## config.mk

```make
export PLATFORM = sky130hd
export DESIGN_NAME = tick_gen_multi
export DESIGN_NICKNAME = d
export VERILOG_FILES = /design/src/rtl/tick_pkg.sv /design/src/rtl/tick_chan.sv /design/src/rtl/tick_gen_multi.sv
export SDC_FILE = /design/constraint.sdc
export NUM_CORES = 1
export LEC_CHECK = 0
export BUFFER_PORTS_ARGS = -buffer_cell sky130_fd_sc_hd__buf_2
export CAP_MARGIN = 20
export CORE_MARGIN = 4
export CORE_UTILIZATION = 45
export CTS_CLUSTER_DIAMETER = 200
export DETAILED_ROUTE_END_ITERATION = 10
export PLACE_DENSITY_LB_ADDON = 0.08
export SLEW_MARGIN = 20
export SYNTH_ARGS = -nofsm -noshare
export SYNTH_HDL_FRONTEND = slang
export SYNTH_SLANG_ARGS = --single-unit
```

## constraint.sdc

```tcl
create_clock -name clk -period 5.2 [get_ports clk]
set_input_delay 0.26 -clock clk [delete_from_list [all_inputs] [get_ports clk]]
set_output_delay 0.26 -clock clk [all_outputs]
set_load 0.005 [all_outputs]
```

## src/rtl/tick_pkg.sv

```systemverilog
// Shared types and defaults for the multi-channel tick generator.
// Channel state encoding is shared by the top and every channel instance.
package tick_pkg;

  typedef enum logic [1:0] {
    IDLE = 2'd0,
    RUN  = 2'd1,
    DONE = 2'd2
  } chan_state_t;

  localparam int PRE_DIV_DEF = 1000;
  localparam int CNT_W_DEF   = 14;

endpackage

```

## src/rtl/tick_chan.sv

```systemverilog
// One tick channel: IDLE/RUN/DONE FSM, divisor counter and registered tick pulse.
// Optional toggle output when TICK_TOGGLE_EN is defined.
module tick_chan
  import tick_pkg::*;
#(
  parameter int CNT_W = CNT_W_DEF
) (
  input  logic             clk_i,
  input  logic             rst_i,
  input  logic             tick_pre_i,
  input  logic             start_i,
  input  logic             stop_i,
  input  logic             mode_i,
  input  logic [CNT_W-1:0] div_i,
  output logic             tick_o,
  output logic             running_o,
  output logic             done_o
`ifdef TICK_TOGGLE_EN
  ,
  output logic             tog_o
`endif
);

  chan_state_t      state_q, state_d;
  logic [CNT_W-1:0] cnt_q, cnt_d;
  logic [CNT_W-1:0] div_q, div_d;
  logic             mode_q, mode_d;
  logic             tick_q, tick_d;

  // Stop beats start; either one in a terminal cycle swallows that tick.
  always_comb begin
    state_d = state_q;
    cnt_d   = cnt_q;
    div_d   = div_q;
    mode_d  = mode_q;
    tick_d  = 1'b0;
    if (stop_i) begin
      state_d = IDLE;
      cnt_d   = '0;
    end else if (start_i) begin
      state_d = RUN;
      cnt_d   = '0;
      div_d   = div_i;
      mode_d  = mode_i;
    end else if ((state_q == RUN) && tick_pre_i) begin
      if (cnt_q == div_q) begin
        tick_d = 1'b1;
        cnt_d  = '0;
        if (!mode_q) begin
          state_d = DONE;
        end
      end else begin
        cnt_d = cnt_q + CNT_W'(1);
      end
    end
  end

  always_ff @(posedge clk_i or posedge rst_i) begin
    if (rst_i) begin
      state_q <= IDLE;
      cnt_q   <= '0;
      div_q   <= '0;
      mode_q  <= 1'b0;
      tick_q  <= 1'b0;
    end else begin
      state_q <= state_d;
      cnt_q   <= cnt_d;
      div_q   <= div_d;
      mode_q  <= mode_d;
      tick_q  <= tick_d;
    end
  end

  assign tick_o    = tick_q;
  assign running_o = (state_q == RUN);
  assign done_o    = (state_q == DONE);

`ifdef TICK_TOGGLE_EN
  logic tog_q, tog_d;

  // Flips together with the tick register; start leaves the phase alone.
  always_comb begin
    tog_d = tog_q;
    if (stop_i) begin
      tog_d = 1'b0;
    end else if (tick_d) begin
      tog_d = ~tog_q;
    end
  end

  always_ff @(posedge clk_i or posedge rst_i) begin
    if (rst_i) begin
      tog_q <= 1'b0;
    end else begin
      tog_q <= tog_d;
    end
  end

  assign tog_o = tog_q;
`endif

endmodule

```

## src/rtl/tick_gen_multi.sv

```systemverilog
// Multi-channel tick generator: shared prescaler feeding NCH tick_chan instances.
// Define TICK_TOGGLE_EN to add the per-channel tog square-wave output.
module tick_gen_multi
  import tick_pkg::*;
#(
  parameter int PRE_DIV = PRE_DIV_DEF,
  parameter int PRE_W   = 14,
  parameter int NCH     = 4,
  parameter int CNT_W   = CNT_W_DEF
) (
  input  logic                 clk,
  input  logic                 rst_n,
  input  logic                 en,
  input  logic [NCH-1:0]       start,
  input  logic [NCH-1:0]       stop,
  input  logic [NCH-1:0]       mode,
  input  logic [NCH*CNT_W-1:0] div_val,
  output logic                 tick_pre,
  output logic [NCH-1:0]       tick,
  output logic [NCH-1:0]       running,
  output logic [NCH-1:0]       done
`ifdef TICK_TOGGLE_EN
  ,
  output logic [NCH-1:0]       tog
`endif
);

  localparam logic [PRE_W-1:0] PRE_TC = PRE_W'(PRE_DIV);

  logic [PRE_W-1:0] cnt_pre_q, cnt_pre_d;

  // rst_n is active-high despite its name.
  always_comb begin
    cnt_pre_d = cnt_pre_q;
    if (en) begin
      cnt_pre_d = (cnt_pre_q == PRE_TC) ? '0 : cnt_pre_q + PRE_W'(1);
    end
  end

  always_ff @(posedge clk or posedge rst_n) begin
    if (rst_n) begin
      cnt_pre_q <= '0;
    end else begin
      cnt_pre_q <= cnt_pre_d;
    end
  end

  assign tick_pre = en && (cnt_pre_q == PRE_TC);

  for (genvar i = 0; i < NCH; i++) begin : g_chan
    tick_chan #(
      .CNT_W(CNT_W)
    ) u_chan (
      .clk_i      (clk),
      .rst_i      (rst_n),
      .tick_pre_i (tick_pre),
      .start_i    (start[i]),
      .stop_i     (stop[i]),
      .mode_i     (mode[i]),
      .div_i      (div_val[i*CNT_W +: CNT_W]),
      .tick_o     (tick[i]),
      .running_o  (running[i]),
      .done_o     (done[i])
`ifdef TICK_TOGGLE_EN
      ,
      .tog_o      (tog[i])
`endif
    );
  end

endmodule

```

==> summary.txt <==
STA
  – Slew at the pin with the worst max-slew slack: between 900 and 1000 ps
  – Headroom to the max-slew limit: 0.3421
  – Setup TNS: 0 ps
  – Tcrit/Tclk final: 0.5904
  – Final Hold Viols: 0
  – Max Fclk: 325.7 MHz
  – Unrepaired setup endpoints after global routing: no
  – Min setup slack post-route: 2130 ps
  – Setup violators final: 0
  – Clock skew: about 11 ps
  – Max-slew violation count: 0
  – Min Tclk post-route: approximately 3100 ps

Clock tree
  – H-tree Lvls: 4
  – CTS tree: yes
  – Clock-pin slew on the worst setup and hold paths: around 60 ps
  – CTS Buffer Depth: 2
  – CTS Sinks: around 140
  – Num CTS Buffers: 17
  – Post-CTS Resized: 0
  – Root Driver: clkbuf_16
  – Hold_buf cts: 0
  – Post-CTS Setup Bufs: 0
  – Clk_lat worst skew: 420 ps

Synthesis
  – Yosys warns: 0
  – Sequential-to-total area share from yosys stat: 0.4816
  – Asr flop ratio synth: 1.000
  – Syn Inst Count: ~720
  – Mean Syn Cell Area: a little over 10 um2
  – Number of synthesized flops with an enable pin: 0
  – Syn_nets: 801
  – Post-Syn Area: 7378 um2
  – Synth unique cells: between 50 and 60
  – Most used DFF post-synth: dfrtp_1
  – Synth Register Bits: roughly 140

Pwr
  – Maximum VDD drop: between 0.0002 and 0.00025 V
  – LEAKAGE: about 0.0038 uW
  – Power Dens Cells: 344.7 nW/um2

Drt
  – Via Count: 5543
  – Wire per inst: approximately 16 um
  – First-pass detailed-route iteration total: 5
  – # DRC: 0
  – Vias per inst: approximately 5.5
  – DRT Wirelength: ~16000 um
  – Antenna viol nets, final: 0
  – Drt first-iter violations: a little over 300

Finish
  – Diode count: 0
  – Area Overhead vs Synth: 16.14%
  – Share of layout cells above drive strength 1: 0.2368
  – Most common cell after layout, fill and taps aside: dfrtp_1
  – Layout Nets: 865
  – Most frequent cells in the layout: 142 x dfrtp_1, 83 x buf_2, 69 x xor2_1

GRT
  – GR Overflow Total: 0
  – First-pass GRT wire length: ~27000 um
  – Global-route usage over all layers: 0.1806
  – Initial antenna violation count: 0
  – Number of global-route vias before repair: 5561
  – Largest net degree at the start of global routing: 95

Placement
  – Dpl hpwl: 11180 um
  – Final GP Congestion: 0.8097
  – I/O Buffers: between 80 and 90
  – Dpl ws: 2150 ps

Floorplan
  – # IOs: between 80 and 90
  – Initial Utilization: 0.4611
  – DIE WIDTH: roughly 140 um
  – Die Y: 136.0 um
  – Standard-cell row count: between 40 and 50
  – Core ar.: 16000 um2
  – Die area: around 19000 um2

Setup path
  – Crit path DAT: approximately 3300 ps
  – Slowest cell on crit path: o21ai_1
  – Critical Path Start Type: register
  – Critical path type: reg2reg
  – Crit path cell chain: inv_1 > ha_1 > nor4b_1 > nand4_1 > o21ai_1 > nor2_1
  – CP max stage delay: between 800 and 900 ps
  – Crit Path Max Fanout: 13
  – Worst path required time: about 5500 ps
  – Crit end category: register

Status
  – Status: complete, no violations

Hold path
  – HP Class: in2async

Flow run
  – Max_cap viols: 0
-- power by group --
group / switching (uW) / internal, uW
combinational: 131 / 146
sequential: 89.6 / 1200
clock: 454 / 938
-- through the flow --
stage          total power [uW]  utilization  cell area [um2]  hold WS [ps]  instances
2_1_floorplan              1499            -             7378         323.1        724
4_1_cts                    2995       0.5346             8553         4.305       1013
3_3_place_gp               1573       0.4926             7881         458.2        984
3_5_place_dp               1586       0.4927             7884         454.4        984
5_1_grt                    3095       0.5356             8569         25.56       1014
6_report                   2954       0.5356             8569         23.83       1014
-- worst max-delay path: cells and delay by family (launching register included) --
| family | cells | cell delay, ps |
|---|---|---|
| and+or+nand+nor | 3 | 1380 |
| adders and majority gates | 1 | 150 |
| DFF | 1 | 420 |
| AOI/OAI and AO/OA | 1 | 880 |
| buffers and inverters | 1 | 90 |
-- cells by family after synthesis --
logic type	after synthesis	share of synthesized area
buffers and inverters	59	0.03663
xor gates and xnor gates	85	0.1009
DFF	142	0.4816
and+or+nand+nor	292	0.2087
adders and majority gates	6	0.01017
AOI/OAI and AO/OA	78	0.06766
muxes	62	0.09429
-- flip-flops by register name, summed over array words and instances, names as in the netlist --
signal	count
g_chan.u_chan.div_q	56
g_chan.u_chan.state_q	8
cnt_pre_q	14
g_chan.u_chan.mode_q	4
g_chan.u_chan.tick_o	4
g_chan.u_chan.cnt_q	56
-- synth_stat cells, types with 3 or more instances --
cell | number | area [um2]
nor4b_1 | 5 | 43.79
a22oi_1 | 4 | 30.03
nor3_1 | 15 | 75.07
a31oi_1 | 12 | 75.07
nor2_1 | 68 | 255.2
a21oi_1 | 12 | 60.06
nand3_1 | 37 | 185.2
buf_2 | 3 | 15.01
nor4_1 | 20 | 125.1
or2_2 | 6 | 37.54
o211ai_1 | 3 | 22.52
nand2_1 | 53 | 198.9
nand4_1 | 32 | 200.2
and3_1 | 13 | 81.33
dfrtp_1 | 142 | 3553
clkbuf_1 | 24 | 90.09
inv_1 | 18 | 67.56
or3_1 | 4 | 25.02
and4_1 | 6 | 52.55
o21ai_0 | 22 | 110.1
buf_4 | 12 | 90.09
nor2b_1 | 11 | 68.82
o31ai_1 | 5 | 37.54
and2_1 | 4 | 25.02
nand4b_1 | 4 | 35.03
mux2_2 | 60 | 675.7
xor2_1 | 69 | 604.3
xnor2_1 | 16 | 140.1
ha_1 | 6 | 75.07
-- worst paths after layout --
kind                                                startpoint                                       to  slack (ps)  depth (start not counted)
setup reg to reg                      cnt_pre_q[0]$_DFFE_PP0P_   g_chan[3].u_chan.cnt_q[12]$_DFFE_PP0P_        2130                          6
hold reg to reg            g_chan[3].u_chan.mode_q$_DFFE_PP0P_  g_chan[3].u_chan.state_q[1]$_DFFE_PP0P_         500                          1
max in group asynchronous                                rst_n   g_chan[2].u_chan.cnt_q[11]$_DFFE_PP0P_        4010                          3
setup / recovery                      cnt_pre_q[0]$_DFFE_PP0P_   g_chan[3].u_chan.cnt_q[12]$_DFFE_PP0P_        2130                          6
min in group clk                                       stop[1]  g_chan[1].u_chan.state_q[0]$_DFFE_PP0P_          40                          2
hold / removal                                           rst_n    g_chan[1].u_chan.div_q[0]$_DFFE_PP0P_          20                          2
-- cell type report --
type / count / area (um2)
fillers: 1504 / 7431
multi-input cells: 523 / 3562
flip-flops and latches: 142 / 3553
repair buffers: 86 / 441.7
clock buffers: 17 / 425.4
well taps: 216 / 270.3
clock inverters: 12 / 244.0
inverters: 18 / 72.57
-- routing by layer --
layer / global-route usage / part of all wire / vias to the layer above
li1: - / - / 2693
met1: 0.2524 / 0.49 / 2719
met2: 0.2744 / 0.45 / 111
met3: 0.05107 / 0.039 / 20
met4: 0.05431 / 0.013 / 0
met5: 0 / 0 / -
Power figures use the tool's default switching activity.
